File: src/rtl/cpu_pkg.sv
// Shared definitions for the pipeline front end: fetch FSM encoding, PC step and
// default widths/reset values.
package cpu_pkg;

  typedef enum logic {
    RUN  = 1'b0,
    HALT = 1'b1
  } fetch_state_t;

  localparam logic [31:0] DEFAULT_RESET_PC = 32'h0000_0000;
  localparam logic [31:0] PC_STEP          = 32'd4;
  localparam int unsigned DEFAULT_CNT_W    = 32;

endpackage

File: src/rtl/event_counter.sv
// Wrapping statistics counter with synchronous active-low clear; counts when both
// en and inc are high.
module event_counter #(
  parameter int unsigned Width = 32
) (
  input  logic             clk,
  input  logic             clr_n,
  input  logic             en,
  input  logic             inc,
  output logic [Width-1:0] count
);

  logic [Width-1:0] cnt_d, cnt_q;

  always_comb begin
    cnt_d = cnt_q;
    if (!clr_n) begin
      cnt_d = '0;
    end else if (en && inc) begin
      cnt_d = cnt_q + Width'(1);
    end
  end

  always_ff @(posedge clk) begin
    cnt_q <= cnt_d;
  end

  assign count = cnt_q;

endmodule

File: src/rtl/fetch_stage.sv
// Instruction-fetch stage: owns the PC, picks the next PC (halt, redirect, stall,
// sequential), runs the RUN/HALT FSM and keeps display statistics.
module fetch_stage
  import cpu_pkg::*;
#(
  parameter logic [31:0] RESET_PC = DEFAULT_RESET_PC,
  parameter int unsigned ROM_AW   = 10,
  parameter int unsigned CNT_W    = DEFAULT_CNT_W
) (
  input  logic              clk,
  input  logic              rst_n,
  input  logic              stall,
  input  logic              redirect,
  input  logic [31:0]       redirect_pc,
  input  logic              halt,
  input  logic [31:0]       halt_pc,
  input  logic              resume,
  output logic [ROM_AW-1:0] rom_addr,
  input  logic [31:0]       rom_data,
  output logic [31:0]       if_pc,
  output logic [31:0]       if_pc_4,
  output logic [31:0]       if_ir,
  output logic              if_valid,
  output logic              halted,
  output logic [CNT_W-1:0]  cnt_cycles,
  output logic [CNT_W-1:0]  cnt_stalls,
  output logic [CNT_W-1:0]  cnt_redirects
);

  fetch_state_t state_d, state_q;
  logic [31:0]  pc_d, pc_q;
  logic         resume_d, resume_q;
  logic         resume_pulse;
  logic         running;
  logic [31:0]  pc_plus4;

  assign running      = (state_q == RUN);
  assign resume_pulse = resume & ~resume_q;
  assign pc_plus4     = pc_q + PC_STEP;

  // Halt outranks redirect: the halting instruction is older than the branch.
  always_comb begin
    state_d  = state_q;
    pc_d     = pc_q;
    resume_d = resume;
    unique case (state_q)
      RUN: begin
        if (halt) begin
          state_d = HALT;
          pc_d    = halt_pc + PC_STEP;
        end else if (redirect) begin
          pc_d = {redirect_pc[31:2], 2'b00};
        end else if (!stall) begin
          pc_d = pc_plus4;
        end
      end
      HALT: begin
        if (resume_pulse) begin
          state_d = RUN;
        end
      end
    endcase
  end

  always_ff @(posedge clk) begin
    if (!rst_n) begin
      state_q  <= RUN;
      pc_q     <= RESET_PC;
      resume_q <= 1'b0;
    end else begin
      state_q  <= state_d;
      pc_q     <= pc_d;
      resume_q <= resume_d;
    end
  end

  assign rom_addr = pc_q[ROM_AW+1:2];
  assign if_pc    = pc_q;
  assign if_pc_4  = pc_plus4;
  assign if_ir    = rom_data;
  assign if_valid = rst_n & running & ~redirect & ~halt;
  assign halted   = (state_q == HALT);

  event_counter #(
    .Width (CNT_W)
  ) u_cnt_cycles (
    .clk   (clk),
    .clr_n (rst_n),
    .en    (running),
    .inc   (1'b1),
    .count (cnt_cycles)
  );

  event_counter #(
    .Width (CNT_W)
  ) u_cnt_stalls (
    .clk   (clk),
    .clr_n (rst_n),
    .en    (running),
    .inc   (stall & ~redirect & ~halt),
    .count (cnt_stalls)
  );

  event_counter #(
    .Width (CNT_W)
  ) u_cnt_redirects (
    .clk   (clk),
    .clr_n (rst_n),
    .en    (running),
    .inc   (redirect & ~halt),
    .count (cnt_redirects)
  );

endmodule

File: config.mk
export PLATFORM = sky130hd
export DESIGN_NAME = fetch_stage
export DESIGN_NICKNAME = d
export VERILOG_FILES = /design/src/rtl/cpu_pkg.sv /design/src/rtl/event_counter.sv /design/src/rtl/fetch_stage.sv
export SDC_FILE = /design/constraint.sdc
export NUM_CORES = 1
export LEC_CHECK = 0
export CELL_PAD_IN_SITES_DETAIL_PLACEMENT = 2
export CELL_PAD_IN_SITES_GLOBAL_PLACEMENT = 2
export CORE_MARGIN = 2
export CORE_UTILIZATION = 25
export CTS_CLUSTER_SIZE = 14
export DETAILED_ROUTE_END_ITERATION = 6
export PLACE_DENSITY = 0.79
export SETUP_SLACK_MARGIN = 0.2
export SLEW_MARGIN = 20
export SYNTH_ARGS = -nofsm -noshare
export SYNTH_HDL_FRONTEND = slang
export SYNTH_SLANG_ARGS = --single-unit
File: constraint.sdc
create_clock -name clk -period 3.1 [get_ports clk]
set_clock_uncertainty 0.2 [all_clocks]
set_input_delay 0.62 -clock clk [delete_from_list [all_inputs] [get_ports clk]]
set_output_delay 0.62 -clock clk [all_outputs]
set_load 0.02 [all_outputs]
==> results.cfg, run 1 <==
[synthesis]
syn_inst = 929
netlist_area_um2 = 7750
synth_edf_count = 0
async_flop_share = 0
synth_cell_type_count = 62
syn-num-nets = 1036
syn_avg_cell_area_um2 = 8.34
yosys_warnings = 0
synthFlopType = dfxtp_1
yosys_register_bits = 130
ys_seq_area_frac = 0.336

[grt]
overflow = 0
antenna_found_initial = 0
grtUsageTotal = 0.186
grt_max_degree = 94
grt_first_pass_wirelength_mm = 48.5
grt_pass1_vias = 8549

[sta]
tns_ns = 0
report.final.slew_viol_count = 0
worst_slew_pin_slew_ns = 0.920
max_clock_freq_mhz = 350
post-route-period-util = 0.922
fin_crit_ns = 2.86
relSlewSlack = 0.387
rsz0062_at_grt = true
finalHoldViolCount = 0
setup_violations = 0

[job]
drv_cap = 0

[routing]
ant_nets = 0
route.detailed.drc = 0
drt-total-wl_mm = 30.3
vias_per_cell = 4.88
vias = 7755
drt_iter0_markers = 318
dr.pass1.iters = 4
wire_per_inst_um = 19.1

[cts]
clkSinkCount = 130
clk_latency_ns = 0.42
h-tree-depth = 4
clkTransAtPathRegs_ns = 0.07
cts-root-buf = clkbuf_16
cts_tree = built
clk_path_buf_depth = 2
cts_made_buffers = 17

[power_and_ir_drop]
peakVddDrop_mv = 0.311
p_leak_nw = 4.48
powerDensity_nw_per_um2 = 429
power_mw = 4.91

[floorplan]
dieArea_um2 = 32400
die_h_um = 180
start_util = 0.253
row_count = 64
core-area_um2 = 30600
fp.dieW_um = 180
io_pins = 306

[critical_path]
worstPathMaxFanout = 5
cp.arrival_ns = 2.04
crit_path_start_kind = flop
crit_required_ns = 2.28
critPathKind = flop to primary output
end_kind = primary output

[final_layout]
final_layout_size_suffix_gt1_frac = 0.151
diodes = 0
layout_commonest_cell = clkdlybuf4s50_1
final_cell_mix = clkdlybuf4s50_1, dfxtp_1, xnor2_1
synthToLayoutAreaGrowth_pct = 47.8
nets = 1286
fillers = 3409

[hold_path]
hold_path_class = flop to flop

[outcome]
status = complete, no violations

[placed_design]
gp_congestion = 0.791
dpl.hpwl_mm = 23.0
io_buffers = 239
==> final timing paths <==
| check | start | end | slack, ns | cells after the start |
|---|---|---|---|---|
| setup / recovery | if_pc[9] | if_pc_4[14] | 0.24 | 6 |
| hold / removal | resume_q | halted | 0.27 | 2 |
| setup reg to reg | halted | u_cnt_redirects.count[20] | 0.49 | 6 |
| hold reg to reg | resume_q | halted | 0.27 | 2 |
==> layer usage <==
layer  share of wire  global-route usage  wire length (µm)
met1            0.44               0.228             13400
met2            0.51               0.334             15400
met3           0.039              0.0325              1190
met4           0.011              0.0487               329
met5               0                   0                 0
==> cell families (layout without fill, tap and decap cells) <==
logic type,Yosys count,after routing,synth area share
simple gates,402,402,0.300
fa+ha+maj,5,5,0.00808
mux,8,8,0.0105
xor+xnor,135,135,0.153
compound gates,142,142,0.115
buf+inv,107,370,0.0775
flops,130,130,0.336
==> flip-flops by register name, summed over array words and instances (netlist names) <==
register and flops:
if_pc 32, u_cnt_cycles.count 32, u_cnt_redirects.count 32, u_cnt_stalls.count 32
halted 1, resume_q 1
==> critical path, stage by stage, from the launching register on <==
cell and delay, ns:
dfxtp_2 0.33, and4_4 0.26, buf_4 0.13, and3_1 0.20
and3_1 0.24, xor2_2 0.18, clkdlybuf4s15_2 0.28
==> cell usage after synthesis, drive strengths merged (5+ instances only) <==
cell type,number,area share
nor2b,11,0.0089
nand4,35,0.030
ha,5,0.0081
buf,54,0.052
and3,26,0.021
dfxtp,130,0.34
a21boi,17,0.016
nand3,57,0.037
inv,20,0.0097
xor2,40,0.045
nand2b,5,0.0040
mux2i,7,0.0090
o21ai,42,0.027
nor4,12,0.014
o211ai,9,0.0087
xnor2,95,0.11
nor3,21,0.015
a21oi,39,0.026
clkbuf,33,0.016
nand2,84,0.041
nor2,23,0.011
and4,21,0.024
and2,84,0.068
or3,13,0.011
==> per-stage QoR <==
| stage | hold WS [ns] | area [µm²] | util | instances | setup WS, ns |
|---|---|---|---|---|---|
| 6_report | 0.267 | 11400 | 0.374 | 1588 | 0.240 |
| 5_1_grt | 0.305 | 11400 | 0.374 | 1588 | 0.139 |
| 4_1_cts | 0.267 | 11400 | 0.371 | 1582 | 0.000518 |
| 3_5_place_dp | 0.261 | 10600 | 0.347 | 1546 | 0.0266 |
| 3_3_place_gp | 0.242 | 10600 | 0.347 | 1546 | 0.0786 |
| 2_1_floorplan | 0.228 | 7750 | - | 929 | 0.328 |
==> timing repair <==
action,4_1_cts,5_1_grt
endpoints found under the setup margin,25,27
pin swaps,7,9
buffers inserted,4,6
hold buffers,0,0
resized for setup,102,34
cloned,0,0
==> layout make-up <==
type                       instances  area, µm²  share of cell area
timing repair buffer             318       2950               0.258
clock buffer                      17        425              0.0372
multi-input combinational        692       4670               0.408
clock inverter                    15        220              0.0192
inverter                          20       75.1             0.00656
tap                              396        495              0.0433
sequential                       130       2610               0.228
==> report_power, final <==
group / total, mW / switching, mW / internal, mW
Sequential: 1.77 / 0.0504 / 1.72
Combinational: 0.883 / 0.473 / 0.409
Clock: 2.25 / 0.876 / 1.38
Note: power is estimated with default switching activity, not from simulation.
==> run 2, diff against run 1 <==
- CAP_MARGIN: not set -> 20
- CORE_ASPECT_RATIO: not set -> 0.7
==> run 2 against run 1 <==
Compared with the run above: global-route usage grew 2.0 points; first-iteration DRC count grew 10%; worst setup slack lost 0.053 ns; fmax shrank 1.8%; cell count grew 2.5%; core utilization grew 1.1 points; largest power group unchanged; largest cell class unchanged; non-clock buffer count grew 23; critical path type unchanged; clock power shrank 11%; sequential power is essentially flat.
==> results.cfg, run 2 (synthesized netlist as in run 1, its figures left out) <==
[floorplan]
die_h_um = 151
dieArea_um2 = 32400
start_util = 0.256
io_pins = 306
fp.dieW_um = 214
core-area_um2 = 30200
row_count = 53

[final_layout]
fin_area_um2 = 11600
fillers = 3383
layout_commonest_cell = clkdlybuf4s50_1
nets = 1309
final_layout_size_suffix_gt1_frac = 0.183
final_cell_mix = clkdlybuf4s50_1, dfxtp_1, buf_4
synthToLayoutAreaGrowth_pct = 50.3

[routing]
vias = 7846
drt-total-wl_mm = 33.4
vias_per_cell = 4.82
wire_per_inst_um = 20.5
dr.pass1.iters = 4
drt_iter0_markers = 351
route.detailed.drc = 0
ant_nets = 0

[grt]
grt_max_degree = 81
grt_first_pass_wirelength_mm = 51.4
overflow = 0
grt_pass1_vias = 8482
antenna_found_initial = 1
grtUsageTotal = 0.206

[critical_path]
cpPeakStageDelay_ns = 0.34
worstPathMaxFanout = 4
crit_chain = and4_4, and4_4, buf_6, nand2_2, o21a_1, or2_4, buf_6
crit_path_start_kind = flop
slowest_stage = dfxtp_2
rrSetupSlack_ns = 0.57
critPathKind = flop to primary output
end_kind = primary output
cp.arrival_ns = 2.09
crit_required_ns = 2.28

[outcome]
status = complete, no violations

[cts]
cts-root-buf = clkbuf_16
clkTransAtPathRegs_ns = 0.07
clk_path_buf_depth = 2
cts_tree = built
clkSinkCount = 130
clk_latency_ns = 0.44
cts_made_buffers = 17
h-tree-depth = 4

[job]
drv_cap = 0

[sta]
post-route-period-util = 0.940
worst_hold_slack_ns = 0.254
setup_violations = 0
rsz0062_at_grt = true
relSlewSlack = 0.458
fin_crit_ns = 2.91
finalHoldViolCount = 0
max_clock_freq_mhz = 343
report.final.slew_viol_count = 0
worst_slew_pin_slew_ns = 0.813

[placed_design]
dpl_cell_area_um2 = 10700
io_buffers = 239
gp_congestion = 0.866
dpl.hpwl_mm = 25.3

[power_and_ir_drop]
combPwrFrac = 0.197
pwr-share-seq = 0.378
switching_power_mw = 1.40
p_clk_frac = 0.425
peakVddDrop_mv = 0.313
p_leak_nw = 4.54
internal_power_mw = 3.31
p_sw_frac = 0.298
powerDensity_nw_per_um2 = 405

[hold_path]
hold_path_class = flop to flop
-- run 2: critical path: cells and delay by family (launching register included) --
family | cells | cell delay, ns
AO/OA/AOI/OAI | 1 | 0.21
buffers and inverters | 2 | 0.24
flip-flops | 1 | 0.34
AND/OR/NAND/NOR | 4 | 0.87
-- run 2: final cells by class --
type	instances	area, µm²	share of cell area
flip-flops and latches	130	2640	0.227
repair buffers	341	3130	0.268
diodes	1	2.50	0.000215
clock buffers	19	453	0.0389
well taps	412	515	0.0443
clock inverters	13	124	0.0106
multi-input cells	692	4710	0.404
inverters	20	75.1	0.00645
-- run 2: per-stage QoR --
| step | worst slack (ns) | setup TNS [ns] | power (mW) | util | std cells |
|---|---|---|---|---|---|
| after global routing | 0.118 | 0 | 4.92 | 0.385 | 1627 |
| after detailed placement | -0.0818 | -0.222 | 2.71 | 0.355 | 1573 |
| final | 0.187 | 0 | 4.72 | 0.385 | 1628 |
| after global placement | -0.00202 | -0.00202 | 2.69 | 0.355 | 1573 |
| after CTS | 0.0933 | 0 | 4.77 | 0.380 | 1617 |
| after floorplan | 0.328 | 0 | 2.27 | - | 929 |
-- run 2: final timing paths --
path / startpoint / to / cells past startpoint
min reg2reg: resume_q / halted / 2
min: resume_q / halted / 2
max: if_pc[9] / if_pc_4[23] / 7
max reg2reg: halted / u_cnt_redirects.count[30] / 6
-- run 2: power by group through the flow --
stage | registers (mW) | logic [mW] | clock network [mW]
after floorplan | 1.87 | 0.408 | 0
after global placement | 1.80 | 0.886 | 0
after detailed placement | 1.81 | 0.902 | 0
after CTS | 1.78 | 0.912 | 2.07
after global routing | 1.79 | 0.990 | 2.14
final | 1.78 | 0.929 | 2.01
-- run 2: routing by layer --
metal  vias to the layer above  track usage  wire, µm
li1                       3745            -         -
met1                      3906        0.284     16400
met2                       172        0.322     14800
met3                        21       0.0514      1880
met4                         2       0.0510       320
met5                         -            0        13
-- run 2: what timing repair did --
item / 4_1_cts / 5_1_grt
resized for setup: 121 / 49
setup endpoints to repair: 28 / 21
pin swaps: 15 / 17
hold buffers: 0 / 0
buffers inserted: 12 / 10
==> run 3, diff against run 2 <==
--- a/constraint.sdc
+++ b/constraint.sdc
@@ -4,2 +4,2 @@
 set_output_delay 0.62 -clock clk [all_outputs]
-set_load 0.02 [all_outputs]
+set_load 0.1 [all_outputs]
==> run 3 against run 2 <==
Compared with the run above: largest power group unchanged; non-clock buffer count grew 9; combinational power increased by 79%; wire length rose by 3.5%; via count grew 2.7%; final area up 5.2%; highest routed layer is now met4; power up 16%; fmax is 3.4% lower; clock-buffer cell count up 5.
==> results.cfg, run 3 (synthesized netlist as in run 1, its figures left out) <==
[hold_path]
whs_path_depth = 2
worstHoldStart = resume_q
hold_path_class = flop to flop
hold_path_end = halted

[routing]
dr.pass1.iters = 4
drt_iter0_markers = 349
wl_met2_mm = 15.6
vias = 8054
wire_per_inst_um = 21.1
route.detailed.drc = 0
wl_met1_mm = 16.8
drt-total-wl_mm = 34.5
vias_per_cell = 4.92
ant_nets = 0
top_layer = met4
wl_met3_mm = 1.58

[critical_path]
worstPathMaxFanout = 3
crit_path_start_kind = flop
cp.arrival_ns = 2.19
crit_required_ns = 2.28
r2r_end = if_pc[25]
critPathKind = flop to primary output
r2r-start = if_pc[4]
end_kind = primary output
r2r.worst_path.cells = 8
rrSetupSlack_ns = 0.58

[grt]
antenna_found_initial = 1
overflow = 0
grt_max_degree = 87
grt_pass1_vias = 8535
grtUsageTotal = 0.212
grt_first_pass_wirelength_mm = 52.5

[final_layout]
layout_commonest_cell = buf_4
nets = 1318
final_cell_mix = buf_4, dfxtp_1, and2_1
fillers = 3316
final_layout_size_suffix_gt1_frac = 0.344
synthToLayoutAreaGrowth_pct = 58.1
fin_area_um2 = 12200

[sta]
setup_violations = 0
max_clock_freq_mhz = 332
report.final.slew_viol_count = 0
relSlewSlack = 0.510
rsz0062_at_grt = true
finalHoldViolCount = 0
fin_crit_ns = 3.01
worst_slew_pin_slew_ns = 0.736
post-route-period-util = 0.972
worst_hold_slack_ns = 0.257
setup_ws_ns = 0.0856

[placed_design]
dpl_cell_area_um2 = 11000
io_buffers = 239
gp_congestion = 0.818
dpl.hpwl_mm = 25.9
place_ws_ns = -0.0101

[floorplan]
die_h_um = 151
io_pins = 306
fp.dieW_um = 214
row_count = 53
start_util = 0.256
dieArea_um2 = 32400
core-area_um2 = 30200

[cts]
cts_tree = built
cts_made_buffers = 17
clkSinkCount = 130
cts-root-buf = clkbuf_16
h-tree-depth = 4
clk_latency_ns = 0.43
hold_buffers = 0
clkTransAtPathRegs_ns = 0.07
clk_path_buf_depth = 2

[power_and_ir_drop]
switching_power_mw = 2.01
p_leak_nw = 5.22
peakVddDrop_mv = 0.241
combPwrFrac = 0.303
p_sw_frac = 0.368
pwr-share-seq = 0.329
p_clk_frac = 0.368
internal_power_mw = 3.45
powerDensity_nw_per_um2 = 446

[outcome]
status = complete, no violations

[job]
drv_cap = 0
## run 3: power groups by stage
stage	logic (mW)	registers [mW]	clock network [mW]
final	1.66	1.80	2.01
after floorplan	0.922	2.18	0
after CTS	1.63	1.80	2.07
after detailed placement	1.53	1.88	0
after global routing	1.72	1.81	2.14
after global placement	1.51	1.87	0
## run 3: layer usage
metal  vias up  global-route usage
li1       3764                   -
met1      4057               0.293
met2       197               0.335
met3        36              0.0456
met4         0              0.0573
met5         -                   0
## run 3: how the worst max path moves through the flow
stage	endpoint	start	slack, ns
detailed placement	u_cnt_stalls.count[18]	redirect	-0.01
global route	if_pc_4[31]	if_pc[24]	0.02
CTS	if_pc_4[25]	if_pc[6]	0.08
finish	if_pc_4[28]	if_pc[4]	0.09
global placement	if_valid	redirect	0.14
floorplan	if_pc_4[26]	if_pc[4]	-0.09
## run 3: area by class of cell
| type | count | area [µm²] | area share |
|---|---|---|---|
| Sequential cell | 130 | 2700 | 0.221 |
| Timing Repair Buffer | 350 | 3160 | 0.258 |
| Clock buffer | 24 | 503 | 0.0411 |
| Antenna cell | 1 | 2.50 | 0.000204 |
| Multi-Input combinational cell | 692 | 5210 | 0.425 |
| Inverter | 20 | 75.1 | 0.00613 |
| Tap cell | 412 | 515 | 0.0421 |
| Clock inverter | 7 | 73.8 | 0.00603 |
## run 3: repair_timing
action	4_1_cts	5_1_grt
pin swaps	21	23
endpoints found under the setup margin	23	18
resized for setup	32	27
buffers inserted	40	17
hold endpoints to repair	0	0
cloned	0	0
## run 3: worst max-delay path, cell delays in order (launching register included)
cell	delay, ns
dfxtp_4	0.38
and4_4	0.27
buf_4	0.13
nand2_4	0.06
nor3_4	0.19
buf_6	0.17
buf_6	0.11
nand2_4	0.05
xnor2_4	0.19
buf_12	0.19
## run 3: through the flow
step / std cells / power [mW] / utilization / TNS [ns]
final: 1636 / 5.47 / 0.405 / 0
after global routing: 1636 / 5.67 / 0.405 / 0
after CTS: 1618 / 5.51 / 0.397 / 0
after detailed placement: 1547 / 3.41 / 0.364 / -0.0101
after global placement: 1547 / 3.38 / 0.364 / 0
after floorplan: 929 / 3.10 / - / -0.141
